$ cat config.mk
export PLATFORM = sky130hd
export DESIGN_NAME = reset_seq_ctrl
export DESIGN_NICKNAME = d
export VERILOG_FILES = /design/src/rtl/reset_seq_ctrl.sv
export SDC_FILE = /design/constraint.sdc
export NUM_CORES = 1
export LEC_CHECK = 0
export BUFFER_PORTS_ARGS = -buffer_cell sky130_fd_sc_hd__clkbuf_2
export CAP_MARGIN = 10
export CORE_MARGIN = 2
export CORE_UTILIZATION = 59
export DETAILED_ROUTE_END_ITERATION = 16
export GPL_TIMING_DRIVEN = 0
export HOLD_SLACK_MARGIN = 0.02
export PLACE_DENSITY = 0.92
export SLEW_MARGIN = 15
export SYNTH_ARGS = -nofsm -noshare
export SYNTH_HDL_FRONTEND = slang
export SYNTH_SLANG_ARGS = --single-unit
$ cat constraint.sdc
create_clock -name clk -period 3.95 [get_ports clk]
set_input_delay 0.1975 -clock clk [delete_from_list [all_inputs] [get_ports clk]]
set_output_delay 0.1975 -clock clk [all_outputs]
set_load 0.02 [all_outputs]
$ cat src/rtl/reset_seq_ctrl.sv
// Staged reset release sequencer: holds every downstream reset, then drops them one at a time
// in ascending order. Software requests arriving mid-sequence collapse into a single restart.
module reset_seq_ctrl #(
  parameter int unsigned NUM_STAGES  = 4,
  parameter int unsigned HOLD_CYCLES = 8,
  parameter int unsigned GAP_CYCLES  = 2
) (
  input  logic                  clk,
  input  logic                  reset,
  input  logic                  i_sw_rst_req,
  output logic [NUM_STAGES-1:0] o_stage_rst,
  output logic                  o_busy,
  output logic                  o_done,
  output logic [7:0]            o_seq_count
);

  localparam int unsigned HoldW = (HOLD_CYCLES > 1) ? $clog2(HOLD_CYCLES) : 1;
  localparam int unsigned GapW  = (GAP_CYCLES > 1) ? $clog2(GAP_CYCLES) : 1;
  localparam logic [HoldW-1:0] HoldLast = HoldW'(HOLD_CYCLES - 1);
  localparam logic [GapW-1:0]  GapLast  = GapW'(GAP_CYCLES - 1);
  localparam logic [NUM_STAGES-1:0] AllOnes  = {NUM_STAGES{1'b1}};
  localparam logic [NUM_STAGES-1:0] LastOnly = AllOnes << (NUM_STAGES - 1);

  typedef enum logic [1:0] {StIdle, StHold, StRelease} state_e;

  state_e                r_state, w_state;
  logic [NUM_STAGES-1:0] r_stage_rst, w_stage_rst;
  logic                  r_busy, w_busy;
  logic                  r_done, w_done;
  logic [7:0]            r_seq_count, w_seq_count;
  logic                  r_pending, w_pending;
  logic [HoldW-1:0]      r_hold_cnt, w_hold_cnt;
  logic [GapW-1:0]       r_gap_cnt, w_gap_cnt;
  logic                  w_complete;

  always_comb begin
    w_state     = r_state;
    w_stage_rst = r_stage_rst;
    w_busy      = r_busy;
    w_done      = 1'b0;
    w_seq_count = r_seq_count;
    w_pending   = r_pending;
    w_hold_cnt  = r_hold_cnt;
    w_gap_cnt   = r_gap_cnt;
    w_complete  = 1'b0;

    case (r_state)
      StIdle: begin
        if (i_sw_rst_req) begin
          w_state     = StHold;
          w_stage_rst = AllOnes;
          w_busy      = 1'b1;
          w_hold_cnt  = '0;
        end
      end
      StHold: begin
        w_pending = r_pending | i_sw_rst_req;
        if (r_hold_cnt == HoldLast) begin
          // Released bits are always the low ones, so a left shift drops the next stage.
          w_stage_rst = r_stage_rst << 1;
          w_gap_cnt   = '0;
          if (NUM_STAGES == 1) begin
            w_complete = 1'b1;
          end else begin
            w_state = StRelease;
          end
        end else begin
          w_hold_cnt = r_hold_cnt + HoldW'(1);
        end
      end
      StRelease: begin
        w_pending = r_pending | i_sw_rst_req;
        if (r_gap_cnt == GapLast) begin
          w_stage_rst = r_stage_rst << 1;
          w_gap_cnt   = '0;
          if (r_stage_rst == LastOnly) begin
            w_complete = 1'b1;
          end
        end else begin
          w_gap_cnt = r_gap_cnt + GapW'(1);
        end
      end
      default: w_state = StIdle;
    endcase

    if (w_complete) begin
      w_seq_count = r_seq_count + 8'd1;
      w_pending   = 1'b0;
      // A request pending or arriving on the final edge restarts without a done pulse.
      if (r_pending || i_sw_rst_req) begin
        w_state     = StHold;
        w_stage_rst = AllOnes;
        w_busy      = 1'b1;
        w_hold_cnt  = '0;
      end else begin
        w_state = StIdle;
        w_busy  = 1'b0;
        w_done  = 1'b1;
      end
    end
  end

  // Reset behaves as the start edge of a sequence, so power-on runs without a request.
  always_ff @(posedge clk) begin
    if (reset) begin
      r_state     <= StHold;
      r_stage_rst <= AllOnes;
      r_busy      <= 1'b1;
      r_done      <= 1'b0;
      r_seq_count <= 8'd0;
      r_pending   <= 1'b0;
      r_hold_cnt  <= '0;
      r_gap_cnt   <= '0;
    end else begin
      r_state     <= w_state;
      r_stage_rst <= w_stage_rst;
      r_busy      <= w_busy;
      r_done      <= w_done;
      r_seq_count <= w_seq_count;
      r_pending   <= w_pending;
      r_hold_cnt  <= w_hold_cnt;
      r_gap_cnt   <= w_gap_cnt;
    end
  end

  assign o_stage_rst = r_stage_rst;
  assign o_busy      = r_busy;
  assign o_done      = r_done;
  assign o_seq_count = r_seq_count;

endmodule

# ---- Word-level counts from Yosys, hierarchy flattened
# Cells that the tools add are included.
# Widths: inputs -> output; s select.
dict set report classes {
  eq_ne 8
  reduce_logical 11
  mux 27
  n_shift 0
  multipliers 0
  bitwise_logic 2
  addsub 3
  div_mod_pow 0
  magnitude_cmp 0
}
# op count
set ops {}
lappend ops {{$mux 4} 5}
lappend ops {{$mux 3} 4}
lappend ops {{$pmux 4 s3} 1}
lappend ops {{$mux 1} 11}
lappend ops {{$add 8x1->8 const B} 1}
lappend ops {{$mux 2} 3}
lappend ops {{$ne 3x3->1 const B} 2}
lappend ops {{$pmux 2 s3} 1}
lappend ops {{$pmux 3 s2} 1}
lappend ops {{$reduce_bool 2->1} 3}
lappend ops {{$reduce_or 2->1} 3}
lappend ops {{$eq 4x4->1 const B} 1}
lappend ops {{$ne 2x2->1 const B} 2}
lappend ops {{$reduce_and 2->1} 2}
lappend ops {{$add 3x1->3 const B} 1}
lappend ops {{$eq 3x3->1 const B} 1}
lappend ops {{$reduce_and 3->1} 1}
lappend ops {{$eq 2x1->1 const B} 1}
lappend ops {{$eq 2x2->1 const B} 1}
lappend ops {{$logic_not 2->1} 1}
lappend ops {{$pmux 1 s2} 1}
lappend ops {{$add 1x1->1 const B} 1}
lappend ops {{$logic_or 1x1->1} 1}
lappend ops {{$not 1->1} 1}
lappend ops {{$or 1x1->1} 1}
dict set report word_totals {
  inputBits 3
  ff_bits 21
  mem_count 0
  output_inout_bits 14
  mem_bits_rw 0
  latchBits 0
  mem_bits_ro 0
}

# ---- Depth between registers and ports, before layout
# Gate-level depths: netlist of run 1.
dict set report logic_depth {
  depth_word 6
  ltp_mapped 6
}

# ---- Worst setup path after synthesis of run 1
# OpenSTA, ideal clock, no wires.
dict set report synth_path {
  kind {reg2reg}
  startpoint {reg r_state[1]}
  endpoint {reg r_stage_rst[1] (netlist: o_stage_rst[1])}
  path_buffers 1
  t_arrival_ns 1.780
  synth_period_minus_slack_ns 1.902
  t_required_ns 3.828
  setup_slack_ns 2.048
  path_stages_with_launch 7
  cell_sequence {dfxtp_1 > inv_1 > ha_1 > clkbuf_1 > a21boi_0 > or4_1 > a221o_1}
}
dict set report synth_via {
  elab_chain_len 4
  word_cells_on_any_way 7
  cone_classes {eq/ne: 2; mux: 4; reduce/logical: 1}
}
# element line
set synth_lines {}
lappend synth_lines {{start: declaration} 26} ;# state_e r_state, w_state;
lappend synth_lines {{start signal: assignment} 106} ;# r_state <= StHold;
lappend synth_lines {{start signal: assignment} 115} ;# r_state <= w_state;
lappend synth_lines {{$eq 2x2->1 (tied with other cells)} 47} ;# case (r_state)
lappend synth_lines {{$pmux 4 s3} 47}
lappend synth_lines {{$mux 4} 90} ;# if (r_pending || i_sw_rst_req) begin
lappend synth_lines {{$mux 4 *} 86} ;# if (w_complete) begin
lappend synth_lines {{end signal: assignment} 107} ;# r_stage_rst <= AllOnes;
lappend synth_lines {{end signal: assignment} 116} ;# r_stage_rst <= w_stage_rst;
lappend synth_lines {{end: declaration} 27} ;# logic [NUM_STAGES-1:0] r_stage_rst, w_stage_rst;
# Every way passes the cells marked *; elsewhere a longest branch is shown, timed or not.
# A chain may end at the register's enable or synchronous reset.

# ---- Worst setup path after layout of run 1
# Same ends and word-level chain as after synthesis.

==> impl_metrics.py, run 1 <==
metrics = {
    "synth": {
        "async_flop_share_pct": 0,
        "netlist_instances": 126,
        "synthFlopType": "dfxtp_1",
        "synth-edff-count": 0,
        "synthTopCellsByCount": "dfxtp_1 (21), a21oi_1 (9), nand2_1 (9)",
        "syn_area_mm2": 0.00111,
        "avgSynthCellArea_um2": 8.81,
        "syn_nets": 135,
        "yosys.area.top_type": "dfxtp_1",
        "synthDistinctLibCells": 37,
        "yosys-top-cells-area": "dfxtp_1 (38%), ha_1 (6.8%), a21oi_1 (4.1%)",
        "synth_top_area_share_pct": 37.9,
        "yosys.cell_count.top_type": "dfxtp_1",
        "ys_ff_latch": 21,
        "seq_area_frac_synth_pct": 37.9,
        "synth_warnings": 0,
    },
    "placed_design": {
        "place_ws_ns": 1.83,
        "port-buffer-count": 15,
        "globalplace.congestion": 0.834,
        "dp_cells": 166,
        "dp_hpwl_um": 1800,
    },
    "global_route": {
        "grt_pass1_vias": 866,
        "grt_pass1_wl_um": 3900,
        "grt_usage_pct": 25.2,
        "grt_overflow": 0,
        "antenna_found_initial": 0,
        "grt_max_degree": 13,
    },
    "clock_tree": {
        "cts_buffer_depth": 2,
        "tritoncts": "built",
        "path_clk_slew_ns": 0.13,
        "hold_buffers": 0,
        "ctsResizeCount": 0,
        "cts-htree-levels": 1,
        "clk_latency_ns": 0.31,
        "clockRootBuffer": "clkbuf_4",
        "cts_setup_buffers": 0,
        "cts.sinks": 21,
        "cts_buffers": 3,
    },
    "drt": {
        "drtIter0Drc": 50,
        "routed_wl_um": 2470,
        "drtPass1Iterations": 4,
        "viasPerCell": 6.18,
        "vias": 1050,
        "ant_nets": 0,
        "drcViolationCount": 0,
        "wl_per_cell_um": 14.5,
    },
    "critical_path": {
        "cp.arrival_ns": 2.40,
        "cp_data_required_time_ns": 4.17,
        "path_class": "reg -> reg",
        "setup.worst_path.end_class": "flop",
        "path_max_fanout": 10,
        "cp-start-kind": "flop",
    },
    "sta": {
        "rsz0062_at_grt": "no",
        "setup_viol": 0,
        "slew_violations": 0,
        "min_period_over_period_pct": 55.3,
        "setup_tns_ns": 0,
        "worst_slack_ns": 1.76,
        "max_slew_margin_pct": 29.3,
        "worstMarginPinSlew_ns": 1.05,
        "max_freq_mhz": 457,
        "finClkSkew_ns": 0.00653,
        "hold_viol_final": 0,
        "period_needed_ns": 2.19,
    },
    "status": {
        "status": "finished clean",
    },
    "final_layout": {
        "utilization_pct": 71.3,
        "drive_gt1_share_pct": 18.6,
        "diodes": 0,
        "fin_nets": 155,
        "areaGrowthSynthToFinish_pct": 12.1,
        "instances_no_fill": 170,
    },
    "floorplan": {
        "rows": 15,
        "boundaryPins": 17,
        "die_h_um": 47.4,
        "start_util_pct": 63.6,
        "die_w_um": 47.4,
        "coreArea_mm2": 0.00175,
        "dieArea_mm2": 0.00224,
    },
    "pwr": {
        "p_per_area_mw_per_mm2": 490,
        "finalPower_w": 0.000609,
        "leakage_nw": 0.507,
        "max-vdd-ir-drop_uv": 380,
    },
    "flow_run": {
        "max_cap_viol_count": 0,
    },
    "hold_path": {
        "min-delay-path-class": "in -> reg",
    },
}
-- metrics by stage --
step / area, um^2 / hold slack [ns]
after global routing: 1240 / 0.310
final: 1240 / 0.279
after detailed placement: 1220 / 0.478
after global placement: 1220 / 0.437
after floorplan: 1110 / 0.420
after CTS: 1240 / 0.286
-- kinds of logic (layout without fill, tap and decap cells) --
kind of cell	after synthesis	after routing	synth area share [%]
DFF	21	21	37.9
muxes	5	5	4.96
and+or+nand+nor	45	45	22.5
adders and majority gates	6	6	6.76
buffers and inverters	13	32	5.07
AOI/OAI and AO/OA	36	36	22.8
-- placed cells by master, fill, tap and decap left out, types with 2 or more instances in the layout --
master and n:
dfxtp_1 21, a221o_1 3, nand2_1 9, a21boi_0 2
o31ai_1 2, o21ai_0 6, nor2_1 7, nor2b_1 6
a21oi_1 9, and3_1 2, or4_1 3, nand4_1 2
inv_1 6, clkbuf_4 3, mux2_2 4, nand2b_1 2
a31oi_1 3, a211o_1 2, clkbuf_2 15, nand3_1 6
clkbuf_1 6, nor4_1 3, ha_1 6
-- registers in the layout (all words and copies together) (netlist names) --
register and cells:
r_hold_cnt 3, o_seq_count 8, o_busy 1, o_done 1
r_gap_cnt 1, r_state 2, r_pending 1, o_stage_rst 4
-- where the power goes --
group	internal, W	switching (W)
Combinational	0.0000883	0.000128
Sequential	0.000250	0.0000345
Clock	0.0000379	0.0000704
-- worst paths after layout --
check                           from                           to  slack [ns]  depth (start not counted)
max          r_state[1]$_SDFFE_PP0P_    o_stage_rst[1]$_SDFF_PP1_        1.76                          6
min                            reset  o_seq_count[7]$_SDFFE_PP0N_        0.28                          3
max reg2reg  r_state[1]$_SDFFE_PP0P_    o_stage_rst[1]$_SDFF_PP1_        1.76                          6
min reg2reg      o_busy$_SDFFE_PP1P_          o_busy$_SDFFE_PP1P_        0.50                          1
-- cell type report --
type                    count  area, um^2
multi-input cells          92         633
fillers                   143         502
flip-flops and latches     21         420
repair buffers             15        75.1
plain buffers               7        33.8
well taps                  25        31.3
clock buffers               3        22.5
inverters                   6        22.5
clock inverters             1        5.00
-- metal layers --
| metal | wire length (um) | track usage, % | part of all wire, % |
|---|---|---|---|
| met1 | 1060 | 34.5 | 43 |
| met2 | 1240 | 38.6 | 50 |
| met3 | 124 | 4.62 | 5.0 |
| met4 | 39 | 10.6 | 1.6 |
| met5 | 0 | 0 | 0 |
-- worst max-delay path, stage by stage, from the launching register on --
cell      delay, ns
dfxtp_1        0.45
inv_1          0.10
ha_1           0.18
clkbuf_1       0.20
a21boi_0       0.20
or4_1          0.58
a221o_1        0.38
No activity file was read; power rests on OpenSTA's default activity.
==> run 2, diff against run 1 <==
--- a/config.mk
+++ b/config.mk
@@ -5,14 +5,15 @@
 export SDC_FILE = /design/constraint.sdc
 export NUM_CORES = 1
 export LEC_CHECK = 0
+export ABC_AREA = 1
 export BUFFER_PORTS_ARGS = -buffer_cell sky130_fd_sc_hd__clkbuf_2
 export CAP_MARGIN = 10
 export CORE_MARGIN = 2
-export CORE_UTILIZATION = 59
+export CORE_UTILIZATION = 49
 export DETAILED_ROUTE_END_ITERATION = 16
 export GPL_TIMING_DRIVEN = 0
 export HOLD_SLACK_MARGIN = 0.02
-export PLACE_DENSITY = 0.92
+export PLACE_DENSITY = 0.83
 export SLEW_MARGIN = 15
 export SYNTH_ARGS = -nofsm -noshare
 export SYNTH_HDL_FRONTEND = slang
==> constraint.sdc (replaced) <==
create_clock -name clk -period 2 [get_ports clk]
set_input_delay 0.1 -clock clk [delete_from_list [all_inputs] [get_ports clk]]
set_output_delay 0.1 -clock clk [all_outputs]
set_load 0.02 [all_outputs]
==> impl_metrics.py, run 2 <==
metrics = {
    "status": {
        "status": "finished clean",
    },
    "sta": {
        "rsz0062_at_grt": "no",
        "min_period_over_period_pct": 80.6,
        "setup_tns_ns": 0,
        "slew_violations": 0,
        "worstMarginPinSlew_ns": 0.275,
        "hold_viol_final": 0,
        "period_needed_ns": 1.61,
        "max_freq_mhz": 621,
        "finClkSkew_ns": 0.00510,
        "max_slew_margin_pct": 81.5,
        "setup_viol": 0,
    },
    "drt": {
        "drtIter0Drc": 36,
        "vias": 1085,
        "drcViolationCount": 0,
        "routed_wl_um": 2280,
        "wl_per_cell_um": 10.9,
        "viasPerCell": 5.17,
        "ant_nets": 0,
        "drtPass1Iterations": 4,
    },
    "synth": {
        "synth-simple-area-share_pct": 32.7,
        "synth-compound-area-share_pct": 12.0,
        "syn_area_mm2": 0.00111,
        "synthFlopType": "dfxtp_1",
        "synthTopCellsByCount": "nand2_1 (41), inv_1 (24), dfxtp_1 (21)",
        "synthDistinctLibCells": 19,
        "synth-adder-area-share_pct": 6.75,
        "yosys-top-cells-area": "dfxtp_1 (38%), nand2_1 (14%), inv_1 (8.1%)",
        "synth_top_area_share_pct": 37.8,
        "avgSynthCellArea_um2": 6.87,
        "seq_area_frac_synth_pct": 37.8,
        "yosys.area_share.xor_xnor_pct": 0.787,
        "syn_nets": 171,
        "synth-edff-count": 0,
        "yosys.area.top_type": "dfxtp_1",
        "ys_ff_latch": 21,
        "netlist_instances": 162,
        "synth_warnings": 0,
        "yosys.cell_count.top_type": "nand2_1",
        "async_flop_share_pct": 0,
        "muxShareOfSynthArea_pct": 0,
        "synth_top_family_by_area": "simple AND/OR/NAND/NOR gates",
    },
    "floorplan": {
        "die_h_um": 51.6,
        "rows": 17,
        "die_w_um": 51.6,
        "boundaryPins": 17,
        "coreArea_mm2": 0.00217,
        "dieArea_mm2": 0.00267,
        "start_util_pct": 51.3,
    },
    "critical_path": {
        "cp_data_required_time_ns": 2.24,
        "timing.rr.end": "r_hold_cnt[2]$_SDFF_PP0_",
        "cp-start-kind": "flop",
        "path_class": "reg -> reg",
        "crit_end": "r_hold_cnt[2]$_SDFF_PP0_",
        "r2r.worst_path.cells": 9,
        "path_max_fanout": 9,
        "startpoint": "r_state[0]$_SDFFE_PP1P_",
        "ff2ff_setup_slack_ns": 0.39,
        "setup.worst_path.end_class": "flop",
        "reg2reg_from": "r_state[0]$_SDFFE_PP1P_",
        "cp.arrival_ns": 1.85,
    },
    "pwr": {
        "sw_frac_of_total_pct": 42.7,
        "leakage_nw": 0.618,
        "seq_power_share_pct": 42.1,
        "p_sw_w": 0.000607,
        "p_int_w": 0.000813,
        "power.share.clock_pct": 14.9,
        "p_comb_share_pct": 42.9,
        "max-vdd-ir-drop_uv": 1010,
        "p_per_area_mw_per_mm2": 1130,
    },
    "global_route": {
        "grt_pass1_vias": 968,
        "antenna_found_initial": 0,
        "grt_overflow": 0,
        "grt_usage_pct": 19.3,
        "grt_pass1_wl_um": 3860,
        "grt_max_degree": 13,
    },
    "clock_tree": {
        "clk_latency_ns": 0.31,
        "cts_setup_buffers": 0,
        "hold_buffers": 0,
        "cts_buffer_depth": 2,
        "ctsResizeCount": 0,
        "cts-htree-levels": 1,
        "cts.sinks": 21,
        "path_clk_slew_ns": 0.13,
        "tritoncts": "built",
        "cts_buffers": 3,
        "clockRootBuffer": "clkbuf_4",
    },
    "final_layout": {
        "largest_reg_flops": 8,
        "final_common_cell": "nand2_1",
        "instances_no_fill": 210,
        "fin_nets": 192,
        "areaGrowthSynthToFinish_pct": 12.8,
        "diodes": 0,
        "most-common-layout-cells": "nand2_1 (41), inv_1 (24), dfxtp_1 (21), nor2_1 (17)",
        "drive_gt1_share_pct": 17.6,
    },
    "placed_design": {
        "dp_cells": 206,
        "globalplace.congestion": 0.792,
        "port-buffer-count": 16,
        "dp_hpwl_um": 1700,
    },
    "flow_run": {
        "max_cap_viol_count": 0,
    },
    "hold_path": {
        "min-delay-path-class": "in -> reg",
    },
}
run 2: cell types whose count changed after synthesis, moves of 4 or more:
cell / previous run / this run
nand3_1: 6 / 16
nand2_1: 9 / 41
inv_1: 6 / 24
mux2_2: 4 / 0
clkbuf_1: 6 / 0
nor2_1: 7 / 17
nor2b_1: 6 / 0
run 2: worst min-delay path by stage:
stage,start,end,slack (ns),depth (start not counted)
after CTS,reset,o_seq_count[4]$_SDFFE_PP0N_,0.03,2
after global placement,reset,o_seq_count[7]$_SDFFE_PP0N_,0.37,2
final,reset,o_seq_count[4]$_SDFFE_PP0N_,0.04,2
after floorplan,reset,o_seq_count[4]$_SDFFE_PP0N_,0.17,1
after global routing,reset,o_seq_count[4]$_SDFFE_PP0N_,0.03,2
after detailed placement,reset,o_seq_count[4]$_SDFFE_PP0N_,0.37,2
run 2: worst max-delay path, stage by stage, from the launching register on:
cell	delay, ns
dfxtp_1	0.40
inv_1	0.08
ha_1	0.25
nand2_2	0.13
inv_2	0.06
nand3_4	0.16
nand2_4	0.08
o21ai_2	0.13
inv_2	0.09
a21oi_1	0.16
run 2: cell type report:
type / instances / area (um^2)
Inverter: 28 / 110
Clock inverter: 1 / 5.00
Clock buffer: 3 / 22.5
Timing Repair Buffer: 16 / 80.1
Multi-Input combinational cell: 113 / 582
Tap cell: 28 / 35.0
Sequential cell: 21 / 420
Fill cell: 209 / 915
run 2: cells by family (layout without fill, tap and decap cells):
logic type / count (synthesis) / in the layout
simple gates: 82 / 82
xor+xnor: 1 / 1
buf+inv: 28 / 48
compound gates: 24 / 24
flops: 21 / 21
fa+ha+maj: 6 / 6
run 2: power groups by stage:
stage	Sequential [W]	Clock (W)	Combinational, W
floorplan	0.000642	0	0.000414
global placement	0.000599	0	0.000568
detailed placement	0.000607	0	0.000601
CTS	0.000597	0.000211	0.000605
global route	0.000613	0.000230	0.000697
finish	0.000598	0.000212	0.000610
run 2: routing by layer:
metal	track usage (%)	wire length (um)	vias up
met5	0	0	-
li1	-	-	559
met1	23.3	1040	481
met2	29.7	1050	33
met4	15.8	100	0
met3	3.74	95	12
run 2: per-stage QoR:
| step | hold slack, ns | instance area (um^2) | utilization (%) | power [W] | setup WS (ns) |
|---|---|---|---|---|---|
| 2_1_floorplan | 0.169 | 1110 | - | 0.00106 | 0.646 |
| 3_3_place_gp | 0.366 | 1230 | 56.6 | 0.00117 | 0.521 |
| 3_5_place_dp | 0.368 | 1230 | 56.6 | 0.00121 | 0.442 |
| 4_1_cts | 0.0330 | 1250 | 57.8 | 0.00141 | 0.403 |
| 5_1_grt | 0.0314 | 1250 | 57.8 | 0.00154 | 0.257 |
| 6_report | 0.0351 | 1250 | 57.8 | 0.00142 | 0.389 |
==> run 3, diff against run 2 <==
==> constraint.sdc (replaced) <==
create_clock -name clk -period 1.4 [get_ports clk]
set_input_delay 0.07 -clock clk [delete_from_list [all_inputs] [get_ports clk]]
set_output_delay 0.07 -clock clk [all_outputs]
set_load 0.02 [all_outputs]
==> impl_metrics.py, run 3 (synthesis gave the netlist of run 2 again) <==
metrics = {
    "floorplan": {
        "dieArea_mm2": 0.00267,
        "die_w_um": 51.6,
        "start_util_pct": 51.3,
        "boundaryPins": 17,
        "rows": 17,
        "coreArea_mm2": 0.00217,
        "die_h_um": 51.6,
    },
    "clock_tree": {
        "clk_latency_ns": 0.32,
        "cts_buffers": 3,
        "cts.sinks": 21,
        "cts_buffer_depth": 2,
        "clockRootBuffer": "clkbuf_4",
        "tritoncts": "built",
        "cts-htree-levels": 1,
        "path_clk_slew_ns": 0.13,
    },
    "critical_path": {
        "reg2reg_from": "r_state[1]$_SDFFE_PP0P_",
        "cp-start-kind": "flop",
        "path_class": "reg -> reg",
        "timing.rr.end": "r_hold_cnt[1]$_SDFF_PP0_",
        "cp.arrival_ns": 1.59,
        "path_max_fanout": 5,
        "setup.worst_path.end_class": "flop",
        "ff2ff_setup_slack_ns": 0.02,
        "cp_data_required_time_ns": 1.61,
        "r2r.worst_path.cells": 7,
        "startpoint": "r_state[1]$_SDFFE_PP0P_",
    },
    "pwr": {
        "p_comb_share_pct": 48.4,
        "max-vdd-ir-drop_uv": 1440,
        "sw_frac_of_total_pct": 43.5,
        "finalPower_w": 0.00229,
        "leakage_nw": 0.692,
        "p_int_w": 0.00129,
        "p_per_area_mw_per_mm2": 1610,
        "p_sw_w": 0.000998,
        "seq_power_share_pct": 38.2,
        "power.share.clock_pct": 13.4,
    },
    "final_layout": {
        "seq_area_um2": 425,
        "most-common-layout-cells": "nand2_1 (39), inv_1 (23), dfxtp_1 (19), nor2_1 (17), clkbuf_2 (16)",
        "multi_input_comb_area_um2": 654,
        "final_common_cell": "nand2_1",
        "fin_nets": 203,
        "instances_no_fill": 221,
        "largest_reg_flops": 8,
        "drive_gt1_share_pct": 27.5,
        "areaGrowthSynthToFinish_pct": 28.0,
        "diodes": 0,
        "fillers": 180,
    },
    "sta": {
        "setup_tns_ns": 0,
        "slew_violations": 0,
        "max_slew_margin_pct": 77.4,
        "worstMarginPinSlew_ns": 0.338,
        "finClkSkew_ns": 0.0133,
        "hold_viol_final": 0,
        "rsz0062_at_grt": "yes",
        "min_period_over_period_pct": 98.7,
        "worst_slack_ns": 0.0185,
        "max_freq_mhz": 724,
        "period_needed_ns": 1.38,
        "setup_viol": 0,
    },
    "drt": {
        "viasPerCell": 5.57,
        "wl_per_cell_um": 13.1,
        "vias": 1231,
        "drtPass1Iterations": 5,
        "drtIter0Drc": 55,
        "routed_wl_um": 2890,
        "ant_nets": 0,
        "drcViolationCount": 0,
    },
    "placed_design": {
        "globalplace.congestion": 0.792,
        "dp_hpwl_um": 1700,
        "port-buffer-count": 16,
        "dp_cells": 206,
        "place_ws_ns": -0.158,
    },
    "hold_path": {
        "worstHoldEndpoint": "r_pending$_SDFFE_PP0P_",
        "min-delay-path-class": "in -> reg",
        "min_from": "i_sw_rst_req",
        "whs_path_depth": 3,
    },
    "global_route": {
        "grt_pass1_vias": 980,
        "grt_pass1_wl_um": 4000,
        "grt_usage_pct": 20.0,
        "grt_overflow": 0,
        "grt_max_degree": 13,
        "antenna_found_initial": 0,
    },
    "status": {
        "status": "finished clean",
    },
    "flow_run": {
        "max_cap_viol_count": 0,
    },
}
## run 3: cell types whose count changed in the layout (fill, tap and decap cells not counted), moves of 2 or more
cell,delta
ha_4,+3
o21ai_1,+3
inv_4,+2
buf_4,+8
nand2_1,-2
dfxtp_1,-2
ha_1,-3
o21ai_0,-4
## run 3: worst max-delay path, stage by stage, from the launching register on
cell and delay [ns]:
dfxtp_4 0.38, inv_1 0.15, ha_4 0.19, inv_1 0.06
o21ai_0 0.19, nand2_1 0.09, a22oi_1 0.16, nor2_1 0.06
## run 3: worst max-delay path by stage
stage | to | slack (ns) | cells past startpoint
after floorplan | o_busy$_SDFFE_PP1P_ | 0.05 | 8
after global placement | o_stage_rst[0]$_SDFF_PP1_ | -0.08 | 8
after detailed placement | r_hold_cnt[2]$_SDFF_PP0_ | -0.16 | 9
after CTS | r_hold_cnt[1]$_SDFF_PP0_ | 0.002 | 8
after global routing | r_hold_cnt[1]$_SDFF_PP0_ | -0.18 | 7
final | r_hold_cnt[1]$_SDFF_PP0_ | 0.02 | 7
## run 3: metal layers
layer	global-route usage (%)	up-vias	share of wire [%]
met5	0	-	0
met4	14.9	0	6.3
met3	3.74	25	4.3
met2	31.6	50	49
met1	24.1	575	40
li1	-	581	-
## run 3: power by group through the flow
stage	clock network, W	registers, W	logic, W
final	0.000308	0.000875	0.00111
after global routing	0.000337	0.000898	0.00125
after CTS	0.000302	0.000849	0.000915
after detailed placement	0	0.000867	0.000858
after global placement	0	0.000856	0.000812
after floorplan	0	0.000918	0.000591
## run 3: area by class of cell
class / instances / share of cell area, %
clock buffers: 3 / 1.58
clock inverters: 1 / 0.351
inverters: 28 / 8.08
multi-input cells: 113 / 46.0
flip-flops and latches: 21 / 29.9
well taps: 28 / 2.46
repair buffers: 26 / 11.3
repair inverters: 1 / 0.351
## run 3: timing repair
action	4_1_cts	5_1_grt
cloned	0	1
pin swaps	0	2
endpoints found under the setup margin	19	18
hold buffers	0	1
hold endpoints to repair	0	1
gates resized for setup	5	20
buffers inserted	2	7
## run 3: per-stage QoR
step / utilization, % / cell area [um^2] / hold slack [ns]
final: 65.6 / 1420 / 0.105
after global routing: 65.6 / 1420 / 0.125
after CTS: 59.3 / 1290 / 0.0209
after detailed placement: 56.6 / 1230 / 0.338
after global placement: 56.6 / 1230 / 0.336
after floorplan: - / 1110 / 0.139
